==> src/rtl/sc_speedcounter_pkg.sv <==
// Shared definitions for the speed-counter prescaler blocks: FSM state codes and reset reload value.
package sc_speedcounter_pkg;

    localparam logic [1:0] ST_IDLE  = 2'd0;
    localparam logic [1:0] ST_RUN   = 2'd1;
    localparam logic [1:0] ST_PAUSE = 2'd2;
    localparam logic [1:0] ST_DONE  = 2'd3;

    localparam int unsigned SC_DEFAULT_RELOAD = 49;

endpackage

==> src/rtl/sc_downcounter_core.sv <==
// Loadable down-counter with load/dec/hold controls and a registered zero flag.
module sc_downcounter_core #(
    parameter int unsigned PW = 24
) (
    input  logic          clk,
    input  logic          rst,
    input  logic          load,
    input  logic          dec,
    input  logic [PW-1:0] load_val,
    output logic [PW-1:0] count,
    output logic          zero
);

    localparam logic [PW-1:0] ONE = PW'(1);

    logic [PW-1:0] count_d, count_q;
    logic          zero_d, zero_q;

    always_comb begin
        count_d = count_q;
        if (load) begin
            count_d = load_val;
        end else if (dec) begin
            count_d = count_q - ONE;
        end
        // Zero is precomputed from the next value so the FSM sees it without a compare path.
        zero_d = (count_d == '0);
    end

    always_ff @(posedge clk or posedge rst) begin
        if (rst) begin
            count_q <= '0;
            zero_q  <= 1'b1;
        end else begin
            count_q <= count_d;
            zero_q  <= zero_d;
        end
    end

    assign count = count_q;
    assign zero  = zero_q;

endmodule

==> src/rtl/sc_downspeedcounter_ticker.sv <==
// Prescaler producing the active-low count-enable tick for the speed up-counters.
module sc_downspeedcounter_ticker
    import sc_speedcounter_pkg::*;
#(
    parameter int unsigned                PRESCALER_WIDTH = 24,
    parameter logic [PRESCALER_WIDTH-1:0] DEFAULT_RELOAD  = PRESCALER_WIDTH'(SC_DEFAULT_RELOAD)
) (
    input  logic                       SC_upSPEEDCOUNTER_CLOCK_50,
    input  logic                       SC_upSPEEDCOUNTER_RESET_InHigh,
    input  logic                       SC_downTICKER_load_InLow,
    input  logic [PRESCALER_WIDTH-1:0] SC_downTICKER_reload_InBUS,
    input  logic                       SC_downTICKER_start_InLow,
    input  logic                       SC_downTICKER_stop_InLow,
    input  logic                       SC_downTICKER_oneshot_In,
    output logic [PRESCALER_WIDTH-1:0] SC_downTICKER_count_OutBUS,
    output logic                       SC_downTICKER_tick_OutLow,
    output logic                       SC_downTICKER_busy_Out,
    output logic                       SC_downTICKER_done_Out
);

    logic [1:0]                 state_d, state_q;
    logic [PRESCALER_WIDTH-1:0] reload_d, reload_q;
    logic                       tick_d, tick_q;
    logic                       busy_d, busy_q;
    logic                       done_d, done_q;

    logic                       cnt_load, cnt_dec, cnt_zero;
    logic [PRESCALER_WIDTH-1:0] cnt_val, cnt_count;

    sc_downcounter_core #(
        .PW(PRESCALER_WIDTH)
    ) u_core (
        .clk      (SC_upSPEEDCOUNTER_CLOCK_50),
        .rst      (SC_upSPEEDCOUNTER_RESET_InHigh),
        .load     (cnt_load),
        .dec      (cnt_dec),
        .load_val (cnt_val),
        .count    (cnt_count),
        .zero     (cnt_zero)
    );

    always_comb begin
        state_d  = state_q;
        reload_d = reload_q;
        done_d   = done_q;
        tick_d   = 1'b1;
        cnt_load = 1'b0;
        cnt_dec  = 1'b0;
        cnt_val  = reload_q;

        if (!SC_downTICKER_load_InLow) begin
            reload_d = SC_downTICKER_reload_InBUS;
            cnt_val  = SC_downTICKER_reload_InBUS;
            cnt_load = 1'b1;
            state_d  = ST_IDLE;
            done_d   = 1'b0;
        end else if (!SC_downTICKER_stop_InLow) begin
            // A held stop blocks start even when it has nothing to pause.
            if (state_q == ST_RUN) begin
                state_d = ST_PAUSE;
            end
        end else if (!SC_downTICKER_start_InLow && state_q != ST_RUN) begin
            state_d = ST_RUN;
            if (state_q != ST_PAUSE) begin
                cnt_load = 1'b1;
            end
            done_d = 1'b0;
        end else if (state_q == ST_RUN) begin
            if (!cnt_zero) begin
                cnt_dec = 1'b1;
            end else begin
                tick_d = 1'b0;
                if (SC_downTICKER_oneshot_In) begin
                    state_d = ST_DONE;
                    done_d  = 1'b1;
                end else begin
                    cnt_load = 1'b1;
                end
            end
        end

        busy_d = (state_d == ST_RUN);
    end

    always_ff @(posedge SC_upSPEEDCOUNTER_CLOCK_50 or posedge SC_upSPEEDCOUNTER_RESET_InHigh) begin
        if (SC_upSPEEDCOUNTER_RESET_InHigh) begin
            state_q  <= ST_IDLE;
            reload_q <= DEFAULT_RELOAD;
            tick_q   <= 1'b1;
            busy_q   <= 1'b0;
            done_q   <= 1'b0;
        end else begin
            state_q  <= state_d;
            reload_q <= reload_d;
            tick_q   <= tick_d;
            busy_q   <= busy_d;
            done_q   <= done_d;
        end
    end

    assign SC_downTICKER_count_OutBUS = cnt_count;
    assign SC_downTICKER_tick_OutLow  = tick_q;
    assign SC_downTICKER_busy_Out     = busy_q;
    assign SC_downTICKER_done_Out     = done_q;

endmodule

==> config.mk <==
export PLATFORM = sky130hd
export DESIGN_NAME = sc_downspeedcounter_ticker
export DESIGN_NICKNAME = d
export VERILOG_FILES = /design/src/rtl/sc_speedcounter_pkg.sv /design/src/rtl/sc_downcounter_core.sv /design/src/rtl/sc_downspeedcounter_ticker.sv
export SDC_FILE = /design/constraint.sdc
export NUM_CORES = 1
export LEC_CHECK = 0
export ABC_AREA = 1
export CAP_MARGIN = 5
export CORE_ASPECT_RATIO = 1.75
export CORE_MARGIN = 2
export CORE_UTILIZATION = 45
export DETAILED_ROUTE_END_ITERATION = 8
export PLACE_DENSITY = 0.81
export SYNTH_ARGS = -nofsm -noshare
export SYNTH_HDL_FRONTEND = slang
export SYNTH_SLANG_ARGS = --single-unit
==> constraint.sdc <==
create_clock -name SC_upSPEEDCOUNTER_CLOCK_50 -period 1.9 [get_ports SC_upSPEEDCOUNTER_CLOCK_50]
set_clock_uncertainty 0.05 [all_clocks]
set_input_delay 0.38 -clock SC_upSPEEDCOUNTER_CLOCK_50 [delete_from_list [all_inputs] [get_ports SC_upSPEEDCOUNTER_CLOCK_50]]
set_output_delay 0.38 -clock SC_upSPEEDCOUNTER_CLOCK_50 [all_outputs]
set_load 0.01 [all_outputs]
==> Word-level counts from Yosys, hierarchy flattened <==
Cells that the tools add are included.
W data, S select, Z words.
{ "totals": {"ff_bits": 54, "latch_bits": 0, "mem_bits_rw": 0, "mem_bits_ro": 0, "in_bits": 30, "output_inout_bits": 27, "mem_count": 0} }
{ "op_classes": {"add_sub_neg": 1, "multipliers": 0, "div_mod_pow": 0, "n_lt_le_gt_ge": 0, "eq_ne": 8, "shift": 0, "mux": 32, "n_bitwise": 0, "reduce_logical": 4} }
{ "op_table": {"columns": ["operator", "count"], "rows": [
  ["$mux W24", 3],
  ["$logic_not A24 Y1", 1],
  ["$sub A24 B1 Y24 const B", 1],
  ["$mux W1", 22],
  ["$mux W2", 7],
  ["$ne A3 B1 Y1 const B", 3],
  ["$eq A2 B1 Y1 const B", 2],
  ["$ne A2 B1 Y1 const B", 2],
  ["$reduce_and A4 Y1", 1],
  ["$ne A2 B2 Y1 const B", 1],
  ["$logic_and A1 B1 Y1", 1],
  ["$logic_not A1 Y1", 1]
]} }

==> Depth between registers and ports, before layout <==
Gate-level depths: netlist of the first run.
{ "logic_depth": {"word_depth": 8, "depth_mapped": 14, "mapped_depth_nobuf": 14} }

==> Modules after synthesis <==
A second synthesis of the first run with hierarchy kept.
{ "hier_totals": {"hier_cells": 438, "area_unflattened_um2": 3086.7} }
{ "by_module_without_submodules": {"columns": ["mod", "n_inst", "cells_per_inst", "area_each_um2", "seq_area_each_um2"], "rows": [
  ["sc_downcounter_core", 1, 295, 1863.0, 626.9],
  ["sc_downspeedcounter_ticker", 1, 143, 1223.7, 730.7]
]} }

==> Least setup slack after synthesis of the first run <==
Ideal clock, no wire load.
{ "synth_timing": {"kind": "register -> register", "from": "register u_core.count_q[0], in the netlist u_core.count[0]", "to": "register u_core.zero_q, in the netlist u_core.zero", "setup_ps": 67, "arrival_time_ps": 1688, "required_ps": 1783, "slack_ps": 95, "stages_incl_launch_ff": 13, "n_path_buf": 0, "synth_period_minus_slack_ps": 1805, "path_cell_list": "dfrtp_1 -> inv_1 -> ha_1 -> nand2_1 -> nor2_2 -> nand3_1 -> nand2_1 -> nand2_1 -> a21oi_1 -> nand2_1 -> nor2_1 -> nand3_1 -> nor2_1"} }
{ "synth_via": {"elab_chain_len": 4} }
{ "synth_rtl": {"columns": ["element", "line_no", "text"], "rows": [
  ["start: declaration", "sc_downcounter_core.sv:16", "logic [PW-1:0] count_d, count_q;"],
  ["start signal: assignment", "sc_downcounter_core.sv:35", "count_q <= count_d;"],
  ["$sub A24 B1 Y24", "sc_downcounter_core.sv:24", "count_d = count_q - ONE;"],
  ["$mux W24 *", "sc_downcounter_core.sv:23", "end else if (dec) begin"],
  ["$mux W24 *", "sc_downcounter_core.sv:21", "if (load) begin"],
  ["$logic_not A24 Y1 *", "sc_downcounter_core.sv:27", "zero_d = (count_d == '0);"],
  ["via u_core.zero_d", "sc_downcounter_core.sv:17", "logic zero_d, zero_q;"],
  ["end signal: assignment", "sc_downcounter_core.sv:36", "zero_q <= zero_d;"],
  ["end: declaration", "sc_downcounter_core.sv:17", null]
]} }
Mark *: on every way through the listed nets, which the timed path passes. The rest lies on a longest branch.
A chain may end at the register's enable or synchronous reset.

==> Worst setup path after layout of the first run <==
{ "layout_timing": {"from": "register u_core.count_q[2], in the netlist u_core.count[2]", "to": "register u_core.zero_q, in the netlist u_core.zero"} }
Same word-level chain as after synthesis.

==> impl_metrics.csv, run 1 <==
group,metric,value,unit
yosys,synth.distinct_cells,30,
power,switching_power,1.04,mW
critical_path,path_cells,"nor2_2 > nand2_2 > buf_4 > nor2_1 > nand2_1 > nand2_1 > nand3_1 > nand2_1 > nand3_2 > nor2_2 > nand3_2 > nor2_2",
layout,fillCellCount,459,
floorplanning,die_x,66.2,um
floorplanning,boundaryPins,57,
timing,fin_crit,2.02,ns
critical_path,ff2ff_path_depth,12,
drt,drtAntennaViolNets,0,
clock_network,cts_buffers,5,
floorplanning,fp.dieArea,0.00747,mm^2
critical_path,cp-end-kind,"register",
yosys,ys_warn_count,0,
yosys,syn_area_per_cell,6.91,um^2
placed_design,gp_congestion,0.938,
hold_path,hold_path.class,"in2async",
yosys,ys_seq_area_share,44.5,%
critical_path,rrSetupSlack,-0.12,ns
power,combPwrFrac,33.4,%
power,cellInternalPower,2.36,mW
critical_path,path_buf_inv,1,
power,pwr-share-seq,40.1,%
layout,final_cells,671,
critical_path,crit_fanout,4,
drt,drt-total-wl,9960,um
drt,first_pass_iters,5,
clock_network,clk_pin_slew,0.07,ns
yosys,syn_area,0.00305,mm^2
critical_path,crit_end,"u_core.zero$_DFF_PP1_",
timing,hold_violations,0,
grt,grt_pass1_vias,3139,
critical_path,max_stage_delay,0.43,ns
run_status,outcome,"finished with violations",
yosys,netlist_instances,441,
critical_path,slowest_stage,"dfrtp_1",
layout,drive_above_1_share,32.3,%
drt,drc,0,
timing,grt_setup_unrepaired,"true",
timing,drv_slew,0,
power,powerDensity,698,mW/mm^2
power,clkPwrFrac,26.5,%
drt,vias,3539,
drt,drt_iter0_markers,278,
grt,gr-usage-all-layers,24.3,%
layout,fin_nets,619,
grt,grt_max_degree,55,
critical_path,critPathLaunch,"u_core.count[2]$_DFF_PP0_",
placed_design,dp_hpwl,6320,um
placed_design,dp_slack,-0.359,ns
flow_run,cap_violations,0,
layout,synthToLayoutAreaGrowth,59.9,%
clock_network,cts_tree,"yes",
layout,layout.area.seq,0.00136,mm^2
critical_path,worst_setup_path_start_kind,"register",
clock_network,cts_root_buf,"clkbuf_16",
grt,grt_first_pass_wirelength,14100,um
timing,worstMarginPinSlew,0.313,ns
timing,fmax,494,MHz
timing,hold_slack,0.395,ns
grt,gr-total-overflow,0,
drt,vias_per_cell,5.27,
critical_path,path_delay_family,"simple AND/OR/NAND/NOR gates",
layout,antenna_cells,0,
clock_network,clk_latency,0.29,ns
layout,multiInputGateArea,0.00172,mm^2
critical_path,cp.depth,12,
critical_path,worstPathArrival,2.21,ns
timing,fin_crit_sh,107,%
floorplanning,coreArea,0.00654,mm^2
yosys,ys_seq_elements,54,
timing,slew_headroom,78.9,%
clock_network,cts_sinks,54,
floorplanning,rows,39,
clock_network,ctsHtreeMaxLevel,2,
run_status,violations,"setup timing",
power,leakagePower,2.46,nW
critical_path,r2r_end,"u_core.zero$_DFF_PP1_",
placed_design,dp.cells,636,
floorplanning,die_h,113,um
power,p_sw_share,30.7,%
placed_design,io_buffers,56,
layout,fin_util,74.6,%
timing,worst_slack,-0.124,ns
power,p_total,3.40,mW
critical_path,r2r_start,"u_core.count[2]$_DFF_PP0_",
drt,wl_per_cell,14.8,um
clock_network,clockBufferDepth,2,
timing,setup_viol,1,
critical_path,crit_type,"reg2reg",
yosys,syn-num-nets,472,
critical_path,cp.required,2.08,ns
grt,antenna_found_initial,0,
floorplanning,initial_core_util,46.6,%
power,ir_worst_vdd,0.866,mV
[metal layers]
layer,routed length [um],GRT usage (%),vias to the layer above
met2,5330,40.9,149
met4,514,13.9,0
met3,377,2.39,46
met1,3730,29.8,1689
li1,-,-,1655
met5,0,0,-
[cell type report]
type | instances | share of cell area, %
clock buffers | 7 | 2.93
clock inverters | 1 | 0.103
inverters | 50 | 3.90
multi-input cells | 327 | 35.2
flip-flops and latches | 54 | 28.0
well taps | 82 | 2.10
repair buffers | 150 | 27.7
[worst min path at each step]
stage / from / to / slack, ns / depth (start not counted)
4_1_cts: SC_upSPEEDCOUNTER_RESET_InHigh / reload_q[22]$_DFF_PP0_ / 0.41 / 3
3_5_place_dp: reload_q[1]$_DFF_PP0_ / reload_q[1]$_DFF_PP0_ / 0.42 / 2
2_1_floorplan: reload_q[10]$_DFF_PP0_ / reload_q[10]$_DFF_PP0_ / 0.39 / 2
6_report: SC_upSPEEDCOUNTER_RESET_InHigh / reload_q[22]$_DFF_PP0_ / 0.40 / 3
3_3_place_gp: reload_q[1]$_DFF_PP0_ / reload_q[1]$_DFF_PP0_ / 0.42 / 2
5_1_grt: SC_upSPEEDCOUNTER_RESET_InHigh / reload_q[22]$_DFF_PP0_ / 0.42 / 3
[registers in the layout, summed over array words and instances, names as in the netlist]
signal / count
u_core.zero: 1
state_q: 2
u_core.count: 24
SC_downTICKER_tick_OutLow: 1
SC_downTICKER_busy_Out: 1
SC_downTICKER_done_Out: 1
reload_q: 24
[Yosys cell counts]
library cell  instances  area (um^2)
o21bai_1              1         7.51
nand2_1             187          702
dfstp_2               5          131
clkinv_1              1         3.75
nor2_4                2         22.5
nor3_1                2         10.0
o31ai_1               1         7.51
inv_1                46          173
a21oi_1               6         30.0
nand2_4               1         11.3
nand3b_1              7         52.6
clkbuf_1              4         15.0
nand3b_2              1         11.3
xor2_1                1         8.76
nor2_1               51          191
buf_6                 3         33.8
or2_2                 8         50.1
nand2_2               3         18.8
nand3_4               1         17.5
inv_2                 3         11.3
ha_1                  1         12.5
nand3_1              31          155
nor4_1                1         6.26
dfrtp_1              49         1230
o21ai_0              11         55.1
buf_2                 3         15.0
buf_4                 1         7.51
o21ai_1               1         5.00
nor2_2                3         18.8
nand4_1               6         37.5
[power by group through the flow]
stage	registers, mW	logic, mW	clock network, mW
floorplan	1.39	0.379	0
global placement	1.36	0.887	0
detailed placement	1.37	0.911	0
CTS	1.35	0.951	0.923
global route	1.37	1.23	0.966
finish	1.37	1.14	0.903
[cells in the final DEF, fill, tap and decap left out, types with 2 or more instances in the layout]
cell type / count
clkdlybuf4s50_1: 49
inv_1: 40
dlygate4sd2_1: 3
dfstp_2: 5
nor2_1: 34
dfrtp_2: 5
nand2_2: 15
nor2_4: 12
nand3_1: 20
nor3_1: 2
buf_6: 8
buf_12: 3
a21oi_1: 4
nand4_1: 6
nand3_2: 9
buf_4: 83
nand3_4: 3
nand2_1: 172
clkbuf_16: 6
nand3b_1: 7
dfrtp_1: 44
or2_2: 8
dlymetal6s2s_1: 3
inv_2: 9
nor2_2: 10
nand2_4: 4
o21ai_0: 9
[worst register-to-register path, stage by stage, from the launching register on]
cell	delay, ns
dfrtp_1	0.43
nor2_2	0.17
nand2_2	0.15
buf_4	0.17
nor2_1	0.13
nand2_1	0.09
nand2_1	0.09
nand3_1	0.11
nand2_1	0.14
nand3_2	0.09
nor2_2	0.15
nand3_2	0.11
nor2_2	0.09
[logic make-up (layout without fill, tap and decap cells)]
logic type | count (synthesis) | count (layout) | share of synthesized area (%)
AOI/OAI and AO/OA | 20 | 20 | 3.45
xor gates and xnor gates | 1 | 1 | 0.287
adders and majority gates | 1 | 1 | 0.410
buffers and inverters | 61 | 208 | 8.50
DFF | 54 | 54 | 44.5
and+or+nand+nor | 304 | 305 | 42.8
[repair_timing]
action                                  CTS  global route
setup buffers                             4            20
hold buffers                              0             0
gates resized for setup                  21            79
pin swaps                                12            40
endpoints found under the hold margin     0             0
gates cloned                              3             1
endpoints found under the setup margin    1             6
[stage by stage]
step | area [um^2] | TNS, ns
after floorplan | 3050 | 0
after global placement | 4190 | -1.36
after detailed placement | 4190 | -1.65
after CTS | 4430 | 0
after global routing | 4870 | -0.398
final | 4870 | -0.124
Power figures use the tool's default switching activity.
==> inputs of run 2 (changes only) <==
- SLEW_MARGIN: default -> 20
==> results of run 2 <==
Same layout as run 1: the final DEF is identical, and so are final timing and power.
